File: config.mk
export PLATFORM = sky130hd
export DESIGN_NAME = ads868x_scan_seq
export DESIGN_NICKNAME = d
export VERILOG_FILES = /design/src/rtl/ads868x_scan_seq.sv
export SDC_FILE = /design/constraint.sdc
export NUM_CORES = 1
export LEC_CHECK = 0
export CORE_MARGIN = 5
export CORE_UTILIZATION = 40
export DETAILED_ROUTE_END_ITERATION = 10
export PLACE_DENSITY_LB_ADDON = 0.12
export SLEW_MARGIN = 20
export SYNTH_ARGS = -nofsm -noshare
export SYNTH_HDL_FRONTEND = slang
export SYNTH_SLANG_ARGS = --single-unit
File: constraint.sdc
create_clock -name aclk -period 2.1 [get_ports aclk]
set_input_delay 0.42 -clock aclk [delete_from_list [all_inputs] [get_ports aclk]]
set_output_delay 0.42 -clock aclk [all_outputs]
set_load 0.05 [all_outputs]
File: src/rtl/ads868x_scan_seq.sv
// ads868x_scan_seq
// Scan sequencer for an ADS868x ADC behind an external analog mux.
// For each enabled channel it selects the mux input and waits for the mux
// to settle. It then clocks one conversion frame through an SPI master
// byte stream and emits the 16-bit sample on an AXI-Stream output tagged
// with the scan count and channel number.

module ads868x_scan_seq #(
    parameter  int NUM_CH      = 8,
    parameter  int FRAME_BYTES = 4,
    localparam int SEL_W       = $clog2(NUM_CH)
) (
    input  logic              aclk,
    input  logic              aresetn,

    input  logic              enable,
    input  logic              mode,
    input  logic              trig,
    input  logic [NUM_CH-1:0] ch_mask,
    input  logic [15:0]       settle_cycles,

    output logic [7:0]        spi_tx_tdata,
    output logic              spi_tx_tvalid,
    input  logic              spi_tx_tready,

    input  logic [7:0]        spi_rx_tdata,
    input  logic              spi_rx_tvalid,
    output logic              spi_rx_tready,

    output logic [SEL_W-1:0]  mux_sel,
    output logic              mux_en,

    output logic [31:0]       m_axis_tdata,
    output logic              m_axis_tvalid,
    input  logic              m_axis_tready,
    output logic              m_axis_tlast,

    output logic              busy,
    output logic              overrun
);

    typedef enum logic [2:0] {
        IDLE,
        SELECT,
        SETTLE,
        XFER,
        OUTPUT,
        NEXT
    } state_t;

    // Byte counters only need to reach FRAME_BYTES (at most 4).
    localparam int CNT_W = 3;
    localparam logic [CNT_W-1:0] FRAME_LEN  = CNT_W'(FRAME_BYTES);
    localparam logic [CNT_W-1:0] FRAME_LAST = CNT_W'(FRAME_BYTES - 1);

    state_t            state;
    state_t            state_d;

    logic [SEL_W-1:0]  ch;          // channel currently being converted
    logic [NUM_CH-1:0] mask_r;      // channel mask as sampled at the last decision
    logic [15:0]       settle_r;    // settle delay as sampled at the last decision
    logic [15:0]       settle_cnt;
    logic [CNT_W-1:0]  tx_cnt;
    logic [CNT_W-1:0]  rx_cnt;
    logic [15:0]       sample;
    logic [7:0]        scan_cnt;

    logic              nxt_found;   // a higher set bit exists in the live mask
    logic [SEL_W-1:0]  nxt_ch;
    logic              start_scan;
    logic              restart_scan;

    // Index of the lowest set bit (0 when the mask is empty).
    function automatic logic [SEL_W-1:0] lowest_set(input logic [NUM_CH-1:0] m);
        logic [SEL_W-1:0] idx;
        idx = '0;
        for (int i = NUM_CH - 1; i >= 0; i--) begin
            if (m[i]) idx = SEL_W'(i);
        end
        return idx;
    endfunction

    // Index of the highest set bit (0 when the mask is empty).
    function automatic logic [SEL_W-1:0] highest_set(input logic [NUM_CH-1:0] m);
        logic [SEL_W-1:0] idx;
        idx = '0;
        for (int i = 0; i < NUM_CH; i++) begin
            if (m[i]) idx = SEL_W'(i);
        end
        return idx;
    endfunction

    // Next enabled channel above the current one, from the live mask.
    always_comb begin
        // NOTE: every variable gets a default before any branch, so no latch is inferred.
        nxt_found = 1'b0;
        nxt_ch    = '0;
        for (int i = NUM_CH - 1; i >= 0; i--) begin
            if (ch_mask[i] && (i > int'(ch))) begin
                nxt_found = 1'b1;
                nxt_ch    = SEL_W'(i);
            end
        end
    end

    assign start_scan   = enable && (ch_mask != '0) && (mode || trig);
    assign restart_scan = mode && enable && (ch_mask != '0);

    // State register.
    always_ff @(posedge aclk or negedge aresetn) begin
        if (!aresetn) begin
            state <= IDLE;
        end else begin
            // NOTE: sequential state uses non-blocking assignments so every
            // register samples its inputs from the same clock edge.
            state <= state_d;
        end
    end

    // Next-state decode and handshake outputs.
    always_comb begin
        state_d       = state;
        busy          = (state != IDLE);
        spi_tx_tvalid = 1'b0;
        m_axis_tvalid = 1'b0;
        m_axis_tlast  = 1'b0;

        case (state)
            IDLE: begin
                if (start_scan) state_d = SELECT;
            end
            SELECT: begin
                state_d = (settle_r == 16'd0) ? XFER : SETTLE;
            end
            SETTLE: begin
                if (settle_cnt <= 16'd1) state_d = XFER;
            end
            XFER: begin
                spi_tx_tvalid = (tx_cnt < FRAME_LEN);
                if (spi_rx_tvalid && (rx_cnt == FRAME_LAST)) state_d = OUTPUT;
            end
            OUTPUT: begin
                m_axis_tvalid = 1'b1;
                m_axis_tlast  = (ch == highest_set(mask_r));
                if (m_axis_tready) state_d = NEXT;
            end
            NEXT: begin
                if (nxt_found) begin
                    state_d = enable ? SELECT : IDLE;
                end else begin
                    state_d = restart_scan ? SELECT : IDLE;
                end
            end
            default: state_d = IDLE;
        endcase
    end

    // Channel bookkeeping, mux drive, SPI frame capture and scan counter.
    always_ff @(posedge aclk or negedge aresetn) begin
        if (!aresetn) begin
            // NOTE: every register in this block is reset, including the sample
            // and counters, so a reset mid-frame leaves nothing of the old frame.
            ch         <= '0;
            mask_r     <= '0;
            settle_r   <= '0;
            settle_cnt <= '0;
            tx_cnt     <= '0;
            rx_cnt     <= '0;
            sample     <= '0;
            scan_cnt   <= '0;
            mux_sel    <= '0;
            mux_en     <= 1'b0;
        end else begin
            case (state)
                IDLE: begin
                    mask_r   <= ch_mask;
                    settle_r <= settle_cycles;
                    ch       <= lowest_set(ch_mask);
                    mux_en   <= 1'b0;
                end
                SELECT: begin
                    mux_sel    <= ch;
                    mux_en     <= 1'b1;
                    settle_cnt <= settle_r;
                    tx_cnt     <= '0;
                    rx_cnt     <= '0;
                end
                SETTLE: begin
                    settle_cnt <= settle_cnt - 16'd1;
                end
                XFER: begin
                    if (spi_tx_tvalid && spi_tx_tready) tx_cnt <= tx_cnt + 1'b1;
                    if (spi_rx_tvalid) begin
                        rx_cnt <= rx_cnt + 1'b1;
                        if (rx_cnt == '0) sample[15:8] <= spi_rx_tdata;
                        if (rx_cnt == CNT_W'(1)) sample[7:0] <= spi_rx_tdata;
                    end
                end
                NEXT: begin
                    // Mask and settle delay changes take effect here.
                    mask_r   <= ch_mask;
                    settle_r <= settle_cycles;
                    if (nxt_found) begin
                        // Enable low abandons the rest of the scan; count unchanged.
                        if (enable) ch <= nxt_ch;
                        else        mux_en <= 1'b0;
                    end else begin
                        scan_cnt <= scan_cnt + 8'd1;
                        if (restart_scan) ch <= lowest_set(ch_mask);
                        else              mux_en <= 1'b0;
                    end
                end
                default: ;
            endcase
        end
    end

    // Sticky overrun: a trigger while busy; cleared only while disabled.
    always_ff @(posedge aclk or negedge aresetn) begin
        if (!aresetn) begin
            overrun <= 1'b0;
        end else if (trig && busy) begin
            overrun <= 1'b1;
        end else if (!enable) begin
            overrun <= 1'b0;
        end
    end

    assign spi_tx_tdata  = 8'h00;
    assign spi_rx_tready = 1'b1;
    assign m_axis_tdata  = {scan_cnt, 8'(ch), sample};

endmodule

After elaboration in Yosys (flattened, before gate mapping)
Index checks and enable logic that the tools add are counted.

$add $sub $neg: 4. Magnitude comparators: 9. Eq/ne operators: 19. Mux-type cells: 56. Bitwise operators: 1. Reductions and logical operators: 33.

Operators with widths (count): $mux W3 (31); $pmux W16 S2 (1); $mux W1 (19); $pmux W3 S2 (3); $pmux W3 S6 (1); $le A16 B1 Y1 const B (1); $logic_not A16 Y1 (1); $sub A16 B1 Y16 const B (1); $logic_and A1 B1 Y1 (14); $gt A3 B3 Y1 const A (4); $ne A2 B2 Y1 const B (6); $ne A3 B3 Y1 const B (4); $reduce_and A3 Y1 (4); $eq A3 B2 Y1 const B (3); $add A8 B1 Y8 const B (1); $reduce_bool A8 Y1 (1); $add A3 B1 Y3 const B (2); $eq A3 B1 Y1 const B (2); $eq A3 B3 Y1 const B (2); $gt A2 B3 Y1 const A (2); $logic_not A3 Y1 (2); $reduce_and A2 Y1 (3); $reduce_bool A2 Y1 (3); $reduce_bool A3 Y1 (2); 9 further kinds (9).

Bits in registers: 81. Logic and storage cells: 135.

Longest topological paths before layout
Depth after elaboration: 12. Gate-level depth with buffers: 7. Depth with buffers taken out: 7.

Worst setup path after synthesis
OpenSTA, ideal clock, no wires.

Path kind: reg2out. Start point: reg state[0]. End point: out m_axis_tlast. Arrival: 2752 ps. Path slack: -1072 ps. Cell stages (with the launch flop): 5. Buffers on the path: 1. Cell sequence: dfrtp_1 > buf_2 > nor3_1 > nand3_1 > a21oi_1.

Longest elaborated chain between the ends: 2.

RTL lines: start: declaration (RTL line 56) `state_t state;`; start signal: assignment (RTL line 116) `state <= state_d;`; $eq A3 B3 Y1 (RTL line 128) `case (state)`; $mux W1 (RTL line 128); end: declaration (RTL line 36) `output logic m_axis_tlast,`.

Every way passes these cells.

Final worst setup path
Start point: reg mask_r[1]. End point: out m_axis_tlast.

Longest elaborated chain between the ends: 10.

RTL lines: start: declaration (RTL line 60) `logic [NUM_CH-1:0] mask_r;`; start signal: assignment (RTL line 176) `mask_r <= ch_mask;`; start signal: assignment (RTL line 201) `mask_r <= ch_mask;`; $mux W1 (RTL line 88) `if (m[i]) idx = SEL_W'(i);`; $mux W3 (6 in series) (RTL line 88); $mux W3 (RTL line 128); $eq A3 B3 Y1 (RTL line 144) `m_axis_tlast = (ch == highest_set(mask_r));`; $mux W1 (RTL line 128).

Every way passes these cells. The select of a mux whose other input is x is not followed.

==> run_results.csv <==
group,metric,value,unit
run_status,outcome,"complete, but fails checks",
run_status,violations,"negative setup slack",
synth,synth_seq_area_share,48.2,%
place,dp.final_hpwl,7390,µm
sta,fin_crit_sh,103,%
sta,setup_viol,1,
final_layout,fillers,928,
sta,worst-slew-pin-transition,0.588,ns
synth,syn_area_per_cell,10.5,µm²
synth,synth_cell_types,68,
pwr,worst_ir_drop_vdd,0.757,mV
pwr,leakagePower,0.00243,µW
die,die-area,12500,µm²
synth,yosysWarnings,0,
die,die_y,112,µm
global_route,grt_pass1_vias,3465,
synth,synth_cells,396,
clocking,clock_latency,0.36,ns
critical_path,critPathSlowestCell,"dfrtp_1",
final_layout,most-common-layout-cells,"dfrtp_1 (76), clkdlybuf4s50_1 (66), buf_4 (34), mux2_2 (32), nand2_1 (32)",
global_route,antenna_found_initial,0,
synth,mappedNetlistArea,4150,µm²
final_layout,n_antenna_cell,0,
routing,drt_iter0_drc,156,
routing,drcViolationCount,0,
routing,drt-total-wl,9640,µm
final_layout,syn2layout_area_growth,34.1,%
critical_path,worstSetupStartpointType,"flop",
synth,synth.top_cell.area_share,48.2,%
sta,relSlewSlack,60.5,%
place,place_congestion,0.832,
sta,timing.final.hold_violations,0,
place,dpl_cell_area,5290,µm²
hold_path,hp-class,"input port to async pin",
final_layout,layout.nets,551,
sta,fmax,462,MHz
die,initial_core_util,40.6,%
routing,via_count,3302,
routing,avgRoutedWirePerCell,15.0,µm
final_layout,layout-drive-gt1-share,24.0,%
critical_path,timing.rr.start,"ch[1]",
critical_path,slowest_delay,0.38,ns
synth,synth_edf_count,0,
final_layout,seqCellArea,2010,µm²
die,ioPinCount,90,
global_route,globalRouteOverflowTotal,0,
global_route,grt_max_degree,42,
clocking,cts_buffers,9,
clocking,clock-root-buffer,"clkbuf_8",
critical_path,path_cells,"nor2b_4, o21bai_1, a21oi_1, or3_4, a21oi_4, buf_12",
sta,rsz0062_at_grt,"yes",
critical_path,endpoint_kind,"primary output",
die,row_count,37,
synth,synth_ff_type,"dfrtp_1",
routing,vias_per_cell,5.13,
pwr,pwr_density_cell,1390,nW/µm²
critical_path,r2r-end,"ch[2]",
routing,postRouteAntennaNets,0,
critical_path,worst-setup-path-type,"flop to primary output",
die,core_area,10200,µm²
place,port_buffers,75,
sta,setup_slack,-0.0649,ns
final_layout,multiInputGateArea,2020,µm²
final_layout,stdcell_area,5570,µm²
sta,skew,0.0168,ns
sta,period_minus_slack,2.16,ns
synth,synth_area_leaders,"dfrtp_1 (48%), mux2_2 (8.7%), nand2_1 (3.0%), nor2_1 (2.7%), buf_4 (2.5%)",
clocking,cts_tree,"built",
synth,ys_ff_latch,80,
critical_path,path_max_fanout,2,
routing,first_pass_iters,4,
final_layout,final_common_cell,"dfrtp_1",
critical_path,crit_required,1.68,ns
global_route,grt_pass1_wl,16800,µm
sta,slew_violations,0,
run,maxCapViolations,0,
sta,hold-worst-slack,0.443,ns
critical_path,cp_data_arrival_time,1.74,ns
die,die_w,112,µm
clocking,htree_levels,3,
synth,synth_top_area_cell,"dfrtp_1",
clocking,clk_pin_slew,0.09,ns
global_route,grt_usage,16.1,%
critical_path,r2r_setup_slack,0.12,ns
critical_path,r2r_cells,5,
clocking,clock_sinks,80,
synth,async_flop_share,100,%
final_layout,post-route-util,54.5,%
clocking,cts.path.max_buffers,2,
layout make-up:
cell class                      instances  area share [%]
Inverter                               18            1.21
Tap cell                              136            3.05
Sequential cell                        80            36.0
Clock buffer                           10            2.29
Clock inverter                          6            1.68
Timing Repair Buffer                  111            19.5
Multi-Input combinational cell        283            36.2
power by group:
part	switching, µW	internal (µW)	leakage (µW)
clock	592	676	0.000107
combinational	2070	1610	0.00136
sequential	608	2220	0.000965
total	3270	4500	0.00243
synthesized netlist by cell type, drive strengths merged, types with 3 or more instances:
library cell,number
a211oi,5
a21oi,16
a221o,4
a311oi,3
and3,3
buf,22
clkbuf,5
dfrtp,80
ha,8
inv,18
mux2,35
mux2i,3
nand2,33
nand3,21
nand4,4
nor2,31
nor2b,5
nor3,9
nor3b,5
nor4,8
o21ai,20
or4,5
xnor2,9
worst max-delay path by stage:
stage | cells past startpoint | to | startpoint | slack [ns]
after floorplan | 7 | scan_cnt[1] | ch[1] | 0.00009
after global placement | 6 | ch[2] | ch_mask[1] | -0.18
after detailed placement | 7 | ch[2] | ch_mask[1] | -0.24
after CTS | 6 | m_axis_tlast | mask_r[1] | -0.08
after global routing | 6 | m_axis_tlast | mask_r[1] | -0.18
final | 6 | m_axis_tlast | mask_r[1] | -0.06
critical path, delay by kind of cell (launching register included):
kind            cells  cell delay (ns)
flops               1             0.38
buf+inv             1             0.15
compound gates      3             0.41
simple gates        2             0.46
cells by family (layout without fill, tap and decap cells):
family / after synthesis / in the layout / share of synthesized area, %
adders and majority gates: 8 / 8 / 2.41
other: 2 / 14 / 0.181
muxes: 38 / 38 / 10.2
buffers and inverters: 45 / 145 / 5.72
DFF: 80 / 80 / 48.2
and+or+nand+nor: 137 / 137 / 18.2
AOI/OAI and AO/OA: 77 / 77 / 13.2
xor gates and xnor gates: 9 / 9 / 1.90
through the flow:
step,power [µW],setup WS [ns],TNS (ns),instances
after floorplan,5240,0.0000897,0,408
after global placement,6420,-0.184,-0.916,626
after detailed placement,6520,-0.242,-1.28,626
after CTS,7800,-0.0794,-0.0794,643
after global routing,8320,-0.180,-0.180,644
final,7770,-0.0649,-0.0649,644
flip-flops by register name, indices dropped and copies added (netlist names):
register    flops
sample         16
settle_cnt     16
settle_r       16
scan_cnt        8
mask_r          7
ch              3
mux_sel         3
rx_cnt          3
state           3
tx_cnt          3
mux_en          1
overrun         1
what timing repair did:
action,in CTS,in global routing
buffers inserted,0,1
pin swaps,1,2
hold buffers,1,0
endpoints found under the hold margin,10,0
endpoints found under the setup margin,3,8
resized for setup,4,12
layer usage:
| metal | global-route usage, % | vias up | routed length (µm) |
|---|---|---|---|
| met5 | 0 | - | 0 |
| met4 | 5.92 | 0 | 183 |
| met3 | 3.70 | 16 | 499 |
| met2 | 25.7 | 88 | 4440 |
| met1 | 21.6 | 1573 | 4520 |
| li1 | - | 1625 | - |
No activity file was read; power rests on OpenSTA's default activity.
